**src/rtl/dac_ch_seq_ctrl.sv**
```systemverilog
// dac_ch_seq_ctrl: multi-channel DAC update sequencer.
// Holds a per-channel code table and, on a start edge, walks channels
// 0..CH_NUM-1 issuing one trigger per channel to the DAC serial driver with a
// programmable dwell between updates. Supports driver back-pressure, one-shot
// or continuous looping, abort and an end-of-pass done pulse.
module dac_ch_seq_ctrl #(
   parameter int unsigned CH_NUM  = 32,
   parameter int unsigned CH_W    = 5,
   parameter int unsigned DATA_W  = 12,
   parameter int unsigned DWELL_W = 16
) (
   input  logic               clk,
   input  logic               rst_n,
   input  logic               cfg_wr_en,
   input  logic [CH_W-1:0]    cfg_wr_ch,
   input  logic [DATA_W-1:0]  cfg_wr_data,
   input  logic [DWELL_W-1:0] dwell_cycles,
   input  logic               loop_en,
   input  logic               start,
   input  logic               abort,
   input  logic               dac_busy,
   output logic               dac_trig,
   output logic [CH_W-1:0]    dac_ch,
   output logic [DATA_W-1:0]  dac_din,
   output logic               seq_busy,
   output logic               seq_done
);

   localparam logic [CH_W-1:0]    LAST_CH   = CH_W'(CH_NUM - 1);
   localparam logic [CH_W-1:0]    CH_ONE    = CH_W'(1);
   localparam logic [DWELL_W-1:0] DWELL_ONE = DWELL_W'(1);

   typedef enum logic [1:0] {
      IDLE  = 2'd0,
      ISSUE = 2'd1,
      DWELL = 2'd2
   } state_e;

   state_e              state_q, state_d;
   logic                start_s1_q, start_s1_d;
   logic                start_s2_q, start_s2_d;
   logic                start_pos;
   logic [CH_W-1:0]     ch_idx_q, ch_idx_d;
   logic [DWELL_W-1:0]  dwell_q, dwell_d;
   logic [DWELL_W-1:0]  cnt_q, cnt_d;
   logic                trig_q, trig_d;
   logic [CH_W-1:0]     ch_out_q, ch_out_d;
   logic [DATA_W-1:0]   din_q, din_d;
   logic                busy_q, busy_d;
   logic                done_q, done_d;
   logic [DATA_W-1:0]   tbl_q [CH_NUM];
   logic [DATA_W-1:0]   tbl_d [CH_NUM];
   logic [DATA_W-1:0]   rd_data;

   // Two-flop start synchroniser; a rising edge is d1 set while d2 still clear.
   always_comb begin
      start_s1_d = start;
      start_s2_d = start_s1_q;
      start_pos  = start_s1_q & ~start_s2_q;
   end

   // Code table update; out-of-range channel indices never match an entry.
   always_comb begin
      tbl_d = tbl_q;
      if (cfg_wr_en) begin
         for (int unsigned i = 0; i < CH_NUM; i++) begin
            if (cfg_wr_ch == CH_W'(i)) begin
               tbl_d[i] = cfg_wr_data;
            end
         end
      end
   end

   // Table read for the channel being issued (old contents on a same-edge write).
   always_comb begin
      rd_data = '0;
      for (int unsigned i = 0; i < CH_NUM; i++) begin
         if (ch_idx_q == CH_W'(i)) begin
            rd_data = tbl_q[i];
         end
      end
   end

   // Sequencer next-state and registered-output logic; abort outranks a start edge.
   always_comb begin
      state_d  = state_q;
      ch_idx_d = ch_idx_q;
      dwell_d  = dwell_q;
      cnt_d    = cnt_q;
      trig_d   = 1'b0;
      ch_out_d = ch_out_q;
      din_d    = din_q;
      done_d   = 1'b0;

      if (abort) begin
         state_d = IDLE;
      end else if (start_pos) begin
         state_d  = ISSUE;
         ch_idx_d = '0;
         dwell_d  = (dwell_cycles == '0) ? DWELL_ONE : dwell_cycles;
      end else begin
         case (state_q)
            IDLE: begin
               state_d = IDLE;
            end
            ISSUE: begin
               if (!dac_busy) begin
                  trig_d   = 1'b1;
                  ch_out_d = ch_idx_q;
                  din_d    = rd_data;
                  cnt_d    = dwell_q - DWELL_ONE;
                  state_d  = DWELL;
               end
            end
            DWELL: begin
               if (cnt_q != '0) begin
                  cnt_d = cnt_q - DWELL_ONE;
               end else if (ch_idx_q != LAST_CH) begin
                  ch_idx_d = ch_idx_q + CH_ONE;
                  state_d  = ISSUE;
               end else if (loop_en) begin
                  ch_idx_d = '0;
                  state_d  = ISSUE;
               end else begin
                  done_d  = 1'b1;
                  state_d = IDLE;
               end
            end
            default: begin
               state_d = IDLE;
            end
         endcase
      end

      busy_d = (state_d != IDLE);
   end

   // Control and output registers.
   always_ff @(posedge clk or negedge rst_n) begin
      if (!rst_n) begin
         state_q    <= IDLE;
         start_s1_q <= 1'b0;
         start_s2_q <= 1'b0;
         ch_idx_q   <= '0;
         dwell_q    <= '0;
         cnt_q      <= '0;
         trig_q     <= 1'b0;
         ch_out_q   <= '0;
         din_q      <= '0;
         busy_q     <= 1'b0;
         done_q     <= 1'b0;
      end else begin
         state_q    <= state_d;
         start_s1_q <= start_s1_d;
         start_s2_q <= start_s2_d;
         ch_idx_q   <= ch_idx_d;
         dwell_q    <= dwell_d;
         cnt_q      <= cnt_d;
         trig_q     <= trig_d;
         ch_out_q   <= ch_out_d;
         din_q      <= din_d;
         busy_q     <= busy_d;
         done_q     <= done_d;
      end
   end

   // Code table storage.
   always_ff @(posedge clk or negedge rst_n) begin
      if (!rst_n) begin
         for (int unsigned i = 0; i < CH_NUM; i++) begin
            tbl_q[i] <= '0;
         end
      end else begin
         for (int unsigned i = 0; i < CH_NUM; i++) begin
            tbl_q[i] <= tbl_d[i];
         end
      end
   end

   assign dac_trig = trig_q;
   assign dac_ch   = ch_out_q;
   assign dac_din  = din_q;
   assign seq_busy = busy_q;
   assign seq_done = done_q;

endmodule
```
**config.mk**
```make
export PLATFORM = sky130hd
export DESIGN_NAME = dac_ch_seq_ctrl
export DESIGN_NICKNAME = d
export VERILOG_FILES = /design/src/rtl/dac_ch_seq_ctrl.sv
export SDC_FILE = /design/constraint.sdc
export NUM_CORES = 1
export LEC_CHECK = 0
export ABC_AREA = 1
export CAP_MARGIN = 5
export CORE_MARGIN = 5
export CORE_UTILIZATION = 60
export DETAILED_ROUTE_END_ITERATION = 12
export DONT_BUFFER_PORTS = 1
export PLACE_DENSITY = 0.73
export SLEW_MARGIN = 20
export SYNTH_ARGS = -nofsm -noshare
export SYNTH_HDL_FRONTEND = slang
export SYNTH_SLANG_ARGS = --single-unit
```
**constraint.sdc**
```tcl
create_clock -name clk -period 3.43 [get_ports clk]
set_input_delay 0.686 -clock clk [delete_from_list [all_inputs] [get_ports clk]]
set_output_delay 0.686 -clock clk [all_outputs]
set_load 0.01 [all_outputs]
```
======== Yosys cells after proc, flatten, opt, wreduce, memory -nomap -nowiden ========
Index checks and enable logic that the tools add are counted.
operators by class
  add/sub/neg operators ................... 3
  eq/ne operators ......................... 68
  mux-type cells .......................... 58
  bitwise logic cells ..................... 5
  reductions and logical operators ........ 44
operators by type and width
  operator                                                               count
  12-bit 2-to-1 mux                                                      32
  5-bit == test (second input constant)                                  32
  5-bit by 4-bit == test with 1-bit output (second input constant)       16
  2-bit AND reduction                                                    33
  16-bit 2-to-1 mux                                                      3
  5-bit by 3-bit == test with 1-bit output (second input constant)       8
  16-bit case mux with 2 select lines                                    1
  16-bit by 1-bit subtractor with 16-bit output (second input constant)  2
  5-bit 2-to-1 mux                                                       5
  5-bit by 2-bit == test with 1-bit output (second input constant)       4
  16-bit logical NOT                                                     1
  16-bit nonzero test                                                    1
  1-bit 2-to-1 mux                                                       12
  5-bit by 1-bit == test with 1-bit output (second input constant)       2
  5-bit logical NOT                                                      2
  2-bit 2-to-1 mux                                                       4
  4-bit AND reduction                                                    2
  2-bit inequality test (second input constant)                          3
  2-bit nonzero test                                                     3
  5-bit by 1-bit adder with 5-bit output (second input constant)         1
  5-bit inequality test (second input constant)                          1
  5-bit AND reduction                                                    1
  1-bit NOT                                                              4
  2-bit case mux with 2 select lines                                     1
  4 further kinds                                                        4
storage, ports and cells
  register bits ........................... 445
  bits of input ports ..................... 40
  output and inout bits ................... 20
  logic and storage cells ................. 221

======== Logic depth before layout (Yosys ltp) ========
Gate-level depths: netlist of run 1.
  word-level depth ........................ 33
  depth in mapped cells ................... 42
  mapped depth without buffers ............ 42

======== Worst setup path after synthesis of run 1 ========
No wires, ideal clock.
  path type ............................... reg2reg
  from .................................... reg ch_idx_q[0]
  to ...................................... reg din_q[11] (netlist: dac_din[11])
  setup time .............................. 116 ps
  arrival ................................. 2,741 ps
  required time ........................... 3,314 ps
  setup slack ............................. 573 ps
  cell stages (with the launch flop) ...... 40
  buffers on the path ..................... 1
  period minus slack after synthesis ...... 2,857 ps
  cells stage by stage .................... dfrtp_1 -> inv_1 -> ha_1 -> nand3_2 -> buf_2 -> or2_0 -> nand3_1 -> nand2_1 -> nand2_1 -> nand2_1 -> nand2_1 -> nand4_1 -> nand2_1 -> nand2_1 -> nand2_1 -> nand2_1 -> nand2_1 -> nand2_1 -> [4 not listed] -> nand2_1 -> nand2_1 -> nand2_1 -> nand2_1 -> nand2_1 -> nand2_1 -> nand2_1 -> nand2_1 -> nand2_1 -> nand2_1 -> nand2_1 -> nand2_1 -> nand2_1 -> nand2_1 -> nand2_1 -> nand2_1 -> nand2_1 -> nand2_1
on the way
  cells in the longest elaborated chain, start to end .. 33
  elaborated cells between the ends (all ways) .. 64
  those cells by class .................... 31 x eq/ne; 32 x mux; 1 x reduce/logical
ends and longest elaborated chain
  what                             RTL line  RTL
  from (decl)                      43        logic [CH_W-1:0] ch_idx_q, ch_idx_d;
  from (signal assigned)           156       ch_idx_q <= ch_idx_d;
  5-bit logical NOT                78        if (ch_idx_q == CH_W'(i)) begin
  12-bit 2-to-1 mux (31 in a row)  78
  12-bit 2-to-1 mux (*)            78
  to (signal assigned)             161       din_q <= din_d;
  to (decl)                        48        logic [DATA_W-1:0] din_q, din_d;
Mark *: on every way between the ends. The rest lies on a longest branch, timed or not.
A chain may end at the register's enable or synchronous reset.

======== Final worst setup path of run 1 ========
  from .................................... reg ch_idx_q[0]
  to ...................................... reg din_q[3] (netlist: dac_din[3])
The elaborated chain is that of the path after synthesis.

==> metrics.cfg, run 1 <==
[status]
status = finished with violations
failed_checks = hold timing, slew limit, setup timing

[synthesis]
netlist_area_um2 = 21400
syn_nets = 2891
synth_area_leaders = dfrtp_1 52%, nand2_1 18%, o21ai_0 12%
ys_seq_area_share_pct = 52.1
synth_warnings = 0
synth_area_per_cell_um2 = 7.53
syn_inst = 2842
synth_top_cell_area_share_pct = 52.1
synth-seq-cells = 445
ys_types = 38
synth_top_cell_by_area = dfrtp_1

[routing]
wl_mm = 55.4
wl_per_cell_um = 16.6
via_per_inst = 5.52
routed-via-count = 18400
drc = 0
postRouteAntennaNets = 0
drt-initial-drc-count = 1629
first_pass_iters = 6

[timing]
timing.final.crit_period_ns = 3.57
worstMarginPinSlew_ns = 1.68
hold_viol = 115
finalSetupViolCount = 5
relSlewSlack_pct = -12.1
fin_ws_ns = -0.143
period_share_pct = 104
clock.fmax_mhz = 280
finalHoldWorstSlack_ns = -0.188
grt_setup_unrepaired = true
clock_skew_ns = 0.0137
drv_slew = 150

[placed_design]
pre_cts_ws_ns = -0.109
place.gp.congestion = 0.919
dp_hpwl_mm = 36.7
portBuffers = 0
dpl_cell_area_um2 = 22100

[global_route]
grtUsageTotal_pct = 28.2
grt_pass1_wl_mm = 90.9
first_global_vias = 17700
grt_overflow = 0
antenna_found_initial = 1
grt_max_degree = 446

[worst_hold_path]
hold_class = input port to asynchronous set/reset pin

[finish]
drive_gt1_share_pct = 10.2
final_net_count = 2890
design_area_um2 = 24100
syn_to_final_growth_pct = 12.6

[floorplan]
die-area_um2 = 39500
start_util_pct = 60.4
die_h_um = 199
coreArea_um2 = 35400
die_w_um = 199
rows = 69
io_pins = 60

[worst_setup_path]
slowest_stage = dfrtp_2
max_stage_delay_ns = 0.45
ff2ff_path_depth = 41
crit_required_ns = 3.95
worst-path-buf-inv = 1
cp.arrival_ns = 4.09
path_class = register to register
cp_top_family = simple AND/OR/NAND/NOR gates
cp_num_cells = 41
end_kind = register
crit_top_cell = nand2_1
crit_fanout = 7
start_kind = register

[clocking]
cts-buffers-inserted = 46
clockRootBuffer = clkbuf_16
htreeDepth = 2
cts.reportedPaths.clkPinSlew_ns = 0.06
clk_path_buf_depth = 3
cts.sinks = 445
cts_tree = done
insertion_delay_ns = 0.58

[power_and_ir_drop]
pwr_density_cell_nw_per_um2 = 711
p_leak_nw = 12.2
peakVddDrop_mv = 0.568

[job]
max_cap_viol_count = 0

sequential cells by signal, indices dropped and copies added, names as in the netlist:
register / count
dwell_q: 16
dac_trig: 1
start_s2_q: 1
dac_din: 12
tbl_q: 384
seq_busy: 1
dac_ch: 5
ch_idx_q: 5
seq_done: 1
state_q: 2
cnt_q: 16
start_s1_q: 1
cell usage after synthesis:
library cell	number
a31oi_1	8
o31ai_1	3
a2bb2oi_1	1
buf_6	1
a21oi_1	94
o211ai_1	5
buf_2	14
dfrtp_1	445
or2_2	24
nand4_1	15
clkinv_1	6
or2_0	4
o21bai_1	6
or2_1	2
a22oi_1	1
nor4_1	7
xnor2_1	2
xor2_1	5
inv_2	7
nor2_4	3
nand3_1	41
o21ai_0	500
clkbuf_1	147
buf_4	3
or4_1	1
nand2_1	1054
nand2_2	2
nor2_1	187
o21ai_1	3
inv_1	222
o311ai_0	1
nor3_1	8
ha_1	9
o22ai_1	1
nand3b_1	3
a31o_2	1
nor2_2	2
nand3_2	4
kinds of logic after synthesis:
| logic type | count (synthesis) | synth area share (%) |
|---|---|---|
| AND/OR/NAND/NOR | 1357 | 25.0 |
| XOR/XNOR | 7 | 0.287 |
| buffers and inverters | 400 | 7.19 |
| flip-flops | 445 | 52.1 |
| AO/OA/AOI/OAI | 624 | 14.9 |
| adder cells (fa/ha/maj) | 9 | 0.527 |
per-layer routing:
metal | vias up | part of all wire, % | track usage [%]
met1 | 8813 | 47 | 41.4
met3 | 99 | 5.8 | 4.07
met5 | - | 0.013 | 0
met4 | 2 | 2.5 | 8.23
li1 | 8972 | - | -
met2 | 538 | 45 | 44.2
report_power, final:
group	internal [mW]	leakage, nW	switching [mW]
clock network	3.11	0.789	2.11
logic	1.90	5.65	3.08
registers	6.28	5.75	0.665
worst reg2reg max path, delay by kind of cell, from the launching register on:
family / cells / cell delay (ns)
compound gates: 1 / 0.30
flops: 1 / 0.45
buf+inv: 1 / 0.14
fa+ha+maj: 1 / 0.18
simple gates: 38 / 2.46
layout by cell type (no fill, tap or decap), types with 9 or more instances in the layout:
cell type	instances
a21oi_1	92
buf_4	100
buf_6	9
clkbuf_16	49
clkinv_2	17
dfrtp_1	443
inv_1	215
inv_2	11
nand2_1	1025
nand2_2	30
nand3_1	36
nand4_1	15
nor2_1	186
o21ai_0	500
or2_2	24
path summary, 6_finish.rpt:
path	startpoint	to	slack, ns
worst max-delay path	ch_idx_q[0]$_DFFE_PN0P_	dac_din[3]$_DFFE_PN0P_	-0.14
worst min-delay path	rst_n	tbl_q[327]$_DFFE_PN0P_	-0.19
worst max register to register	ch_idx_q[0]$_DFFE_PN0P_	dac_din[3]$_DFFE_PN0P_	-0.14
worst min register to register	start_s1_q$_DFF_PN0_	start_s2_q$_DFF_PN0_	0.37
max in group asynchronous	rst_n	ch_idx_q[3]$_DFFE_PN0P_	2.15
min in group clk	start	start_s1_q$_DFF_PN0_	0.14
per-stage QoR:
stage	util, %	hold slack [ns]	setup TNS (ns)	power [mW]	std cells
final	68.1	-0.188	-0.318	17.1	3340
after global placement	62.5	0.357	-0.0859	11.4	3239
after CTS	67.4	-0.199	-0.0918	16.9	3333
after floorplan	-	0.354	0	9.95	2842
after detailed placement	62.5	0.360	-0.438	11.5	3239
after global routing	68.0	-0.191	-4.03	18.2	3339
area by class of cell:
| type | count | area, um2 |
|---|---|---|
| timing repair buffer | 116 | 972 |
| fill | 2932 | 11300 |
| antenna | 1 | 2.50 |
| multi-input combinational | 1997 | 8930 |
| sequential | 445 | 11100 |
| tap | 461 | 577 |
| clock inverter | 23 | 245 |
| inverter | 235 | 891 |
| clock buffer | 62 | 1340 |
what timing repair did:
action,4_1_cts,5_1_grt
endpoints found under the hold margin,445,445
endpoints found under the setup margin,11,12
buffers inserted,9,5
resized for setup,22,53
gates cloned,0,1
pin swaps,6,51
(Power assumes the default switching activity.)
==> run 2, diff against run 1 <==
--- a/config.mk
+++ b/config.mk
@@ -7,7 +7,6 @@
 export LEC_CHECK = 0
 export ABC_AREA = 1
 export CAP_MARGIN = 5
-export CORE_MARGIN = 5
 export CORE_UTILIZATION = 60
 export DETAILED_ROUTE_END_ITERATION = 12
 export DONT_BUFFER_PORTS = 1
==> run 2 against run 1 <==
Against the previous run: the run ends with hold timing, setup timing left; worst setup slack better by 0.015 ns; largest cell class unchanged; global-route usage up 3.7 points; count of clock-buffer cells in the layout is 11 higher; sequential power hardly changed.
==> metrics.cfg, run 2 (synthesis gave the netlist of run 1 again) <==
[worst_setup_path]
r2r_start = ch_idx_q[3]$_DFFE_PN0P_
path_class = register to register
cp.arrival_ns = 4.03  ; -0.06 ns
max_stage_delay_ns = 0.42  ; -0.03 ns
slowest_stage = dfrtp_1
end_kind = register
crit_top_cell = nand2_1
crit_fanout = 7  ; unchanged
cp-startpoint = ch_idx_q[3]$_DFFE_PN0P_
crit_required_ns = 3.90  ; -0.05 ns
start_kind = register

[timing]
clock.fmax_mhz = 281  ; +0.42%
period_share_pct = 104  ; -0.44 points
drv_slew = 0  ; -100%
grt_setup_unrepaired = true
fin_ws_ns = -0.127  ; +0.0150 ns
timing.final.crit_period_ns = 3.56  ; -0.0150 ns
finalHoldWorstSlack_ns = -0.194  ; -0.00583 ns
hold_viol = 224  ; +95%
clock_skew_ns = 0.0101  ; -0.00356 ns
worstMarginPinSlew_ns = 1.11  ; -0.567 ns
relSlewSlack_pct = 25.7  ; +38 points
finalSetupViolCount = 9  ; +4

[routing]
wl_per_cell_um = 16.9  ; +1.8%
first_pass_iters = 5  ; -1
drt-initial-drc-count = 1499  ; -8.0%
drc = 0  ; unchanged
wl_mm = 56.7  ; +2.3%
via_per_inst = 5.56  ; +0.85%
routed-via-count = 18700  ; +1.3%
postRouteAntennaNets = 0  ; unchanged

[status]
status = finished with violations
failed_checks = hold timing, setup timing

[finish]
final_cells = 3356  ; +0.48%
mostFrequentLayoutCells = 1014 x nand2_1, 491 x o21ai_0, 444 x dfrtp_1
final_common_cell = nand2_1
largest_reg_flops = 384  ; unchanged
diodes = 0  ; -1
top_regs = tbl_q x384, cnt_q x16, dwell_q x16
final_net_count = 2912  ; +0.76%
drive_gt1_share_pct = 11.7  ; +1.4 points
top_register = tbl_q
syn_to_final_growth_pct = 14.3

[placed_design]
pre_cts_ws_ns = -0.152  ; -0.0430 ns
post-place-cells = 3246  ; +0.22%
dp_hpwl_mm = 36.6  ; -0.21%
place.gp.congestion = 0.960  ; +4.5%
portBuffers = 0  ; unchanged

[floorplan]
die_w_um = 191  ; -4.0%
rows = 68  ; -1.4%
coreArea_um2 = 34800  ; -1.7%
start_util_pct = 61.5  ; +1.0 points
io_pins = 60  ; unchanged
die-area_um2 = 36400  ; -7.9%
die_h_um = 191  ; -4.0%

[global_route]
grt_overflow = 0  ; unchanged
grt_max_degree = 446  ; unchanged
first_global_vias = 17900  ; +0.77%
grtUsageTotal_pct = 31.8  ; +3.7 points
antenna_found_initial = 0  ; -1
grt_pass1_wl_mm = 92.0  ; +1.2%

[worst_hold_path]
hold_class = input port to asynchronous set/reset pin

[clocking]
clk_path_buf_depth = 3  ; unchanged
cts_tree = done
cts.reportedPaths.clkPinSlew_ns = 0.06  ; about the same
cts-buffers-inserted = 48  ; +4.3%
insertion_delay_ns = 0.59  ; about the same
htreeDepth = 2  ; unchanged
cts.sinks = 445  ; unchanged
clockRootBuffer = clkbuf_16

[power_and_ir_drop]
p_leak_nw = 12.4  ; +1.3%
pwr_density_cell_nw_per_um2 = 721  ; +1.4%
peakVddDrop_mv = 0.537  ; -5.4%

[job]
max_cap_viol_count = 0  ; unchanged

run 2: cell types whose count changed in the layout (fill, tap and decap cells not counted), sizes merged:
cell / before / now
clkinv: 22 / 12
inv: 229 / 231
diode: 1 / 0
clkbuf: 62 / 73
buf: 116 / 136
run 2: final timing paths:
path,endpoint,slack (ns),cells after the start
worst max-delay path,dac_din[3]$_DFFE_PN0P_,-0.13,38
worst min-delay path,tbl_q[354]$_DFFE_PN0P_,-0.19,0
worst max register to register,dac_din[3]$_DFFE_PN0P_,-0.13,38
worst min register to register,start_s2_q$_DFF_PN0_,0.38,0
max in group asynchronous,tbl_q[203]$_DFFE_PN0P_,2.71,0
min in group clk,start_s1_q$_DFF_PN0_,0.13,0
run 2: area by class of cell:
type,count,area [um2]
multi-input combinational,1997,9060
tap,455,569
sequential,445,11100
clock buffer,73,1430
inverter,235,897
clock inverter,15,213
fill,2807,10400
timing repair buffer,136,1140
run 2: where the power goes:
| part | leakage (nW) | internal, mW | switching, mW |
|---|---|---|---|
| registers | 5.75 | 6.28 | 0.643 |
| logic | 5.80 | 2.05 | 3.28 |
| clock network | 0.802 | 3.24 | 2.13 |
run 2: routing by layer:
layer	global-route usage [%]	vias to the layer above	share of wire, %	wire (um)
met5	0.549	-	0	0
met4	11.3	0	3.1	1750
met3	4.45	109	6.4	3660
met2	49.6	635	45	25700
met1	45.6	8904	45	25700
li1	-	9021	-	-
run 2: timing repair:
action	4_1_cts	5_1_grt
setup buffers	9	13
pin swaps	43	85
hold endpoints to repair	445	445
endpoints found under the setup margin	11	12
resized for setup	57	74
run 2: through the flow:
stage / total power [mW] / area (um2) / TNS [ns] / utilization [%] / hold slack [ns]
global route: 18.7 / 24400 / -4.24 / 70.2 / -0.203
detailed placement: 11.6 / 22200 / -0.862 / 63.8 / 0.371
global placement: 11.5 / 22200 / -0.397 / 63.8 / 0.360
CTS: 17.3 / 24100 / -0.276 / 69.4 / -0.199
floorplan: 9.95 / 21400 / 0 / - / 0.354
finish: 17.6 / 24400 / -0.579 / 70.2 / -0.194
run 2: worst max-delay path, delay by kind of cell (launching register included):
kind,cells,cell delay (ns)
buf+inv,3,0.47
flops,1,0.42
simple gates,35,2.52
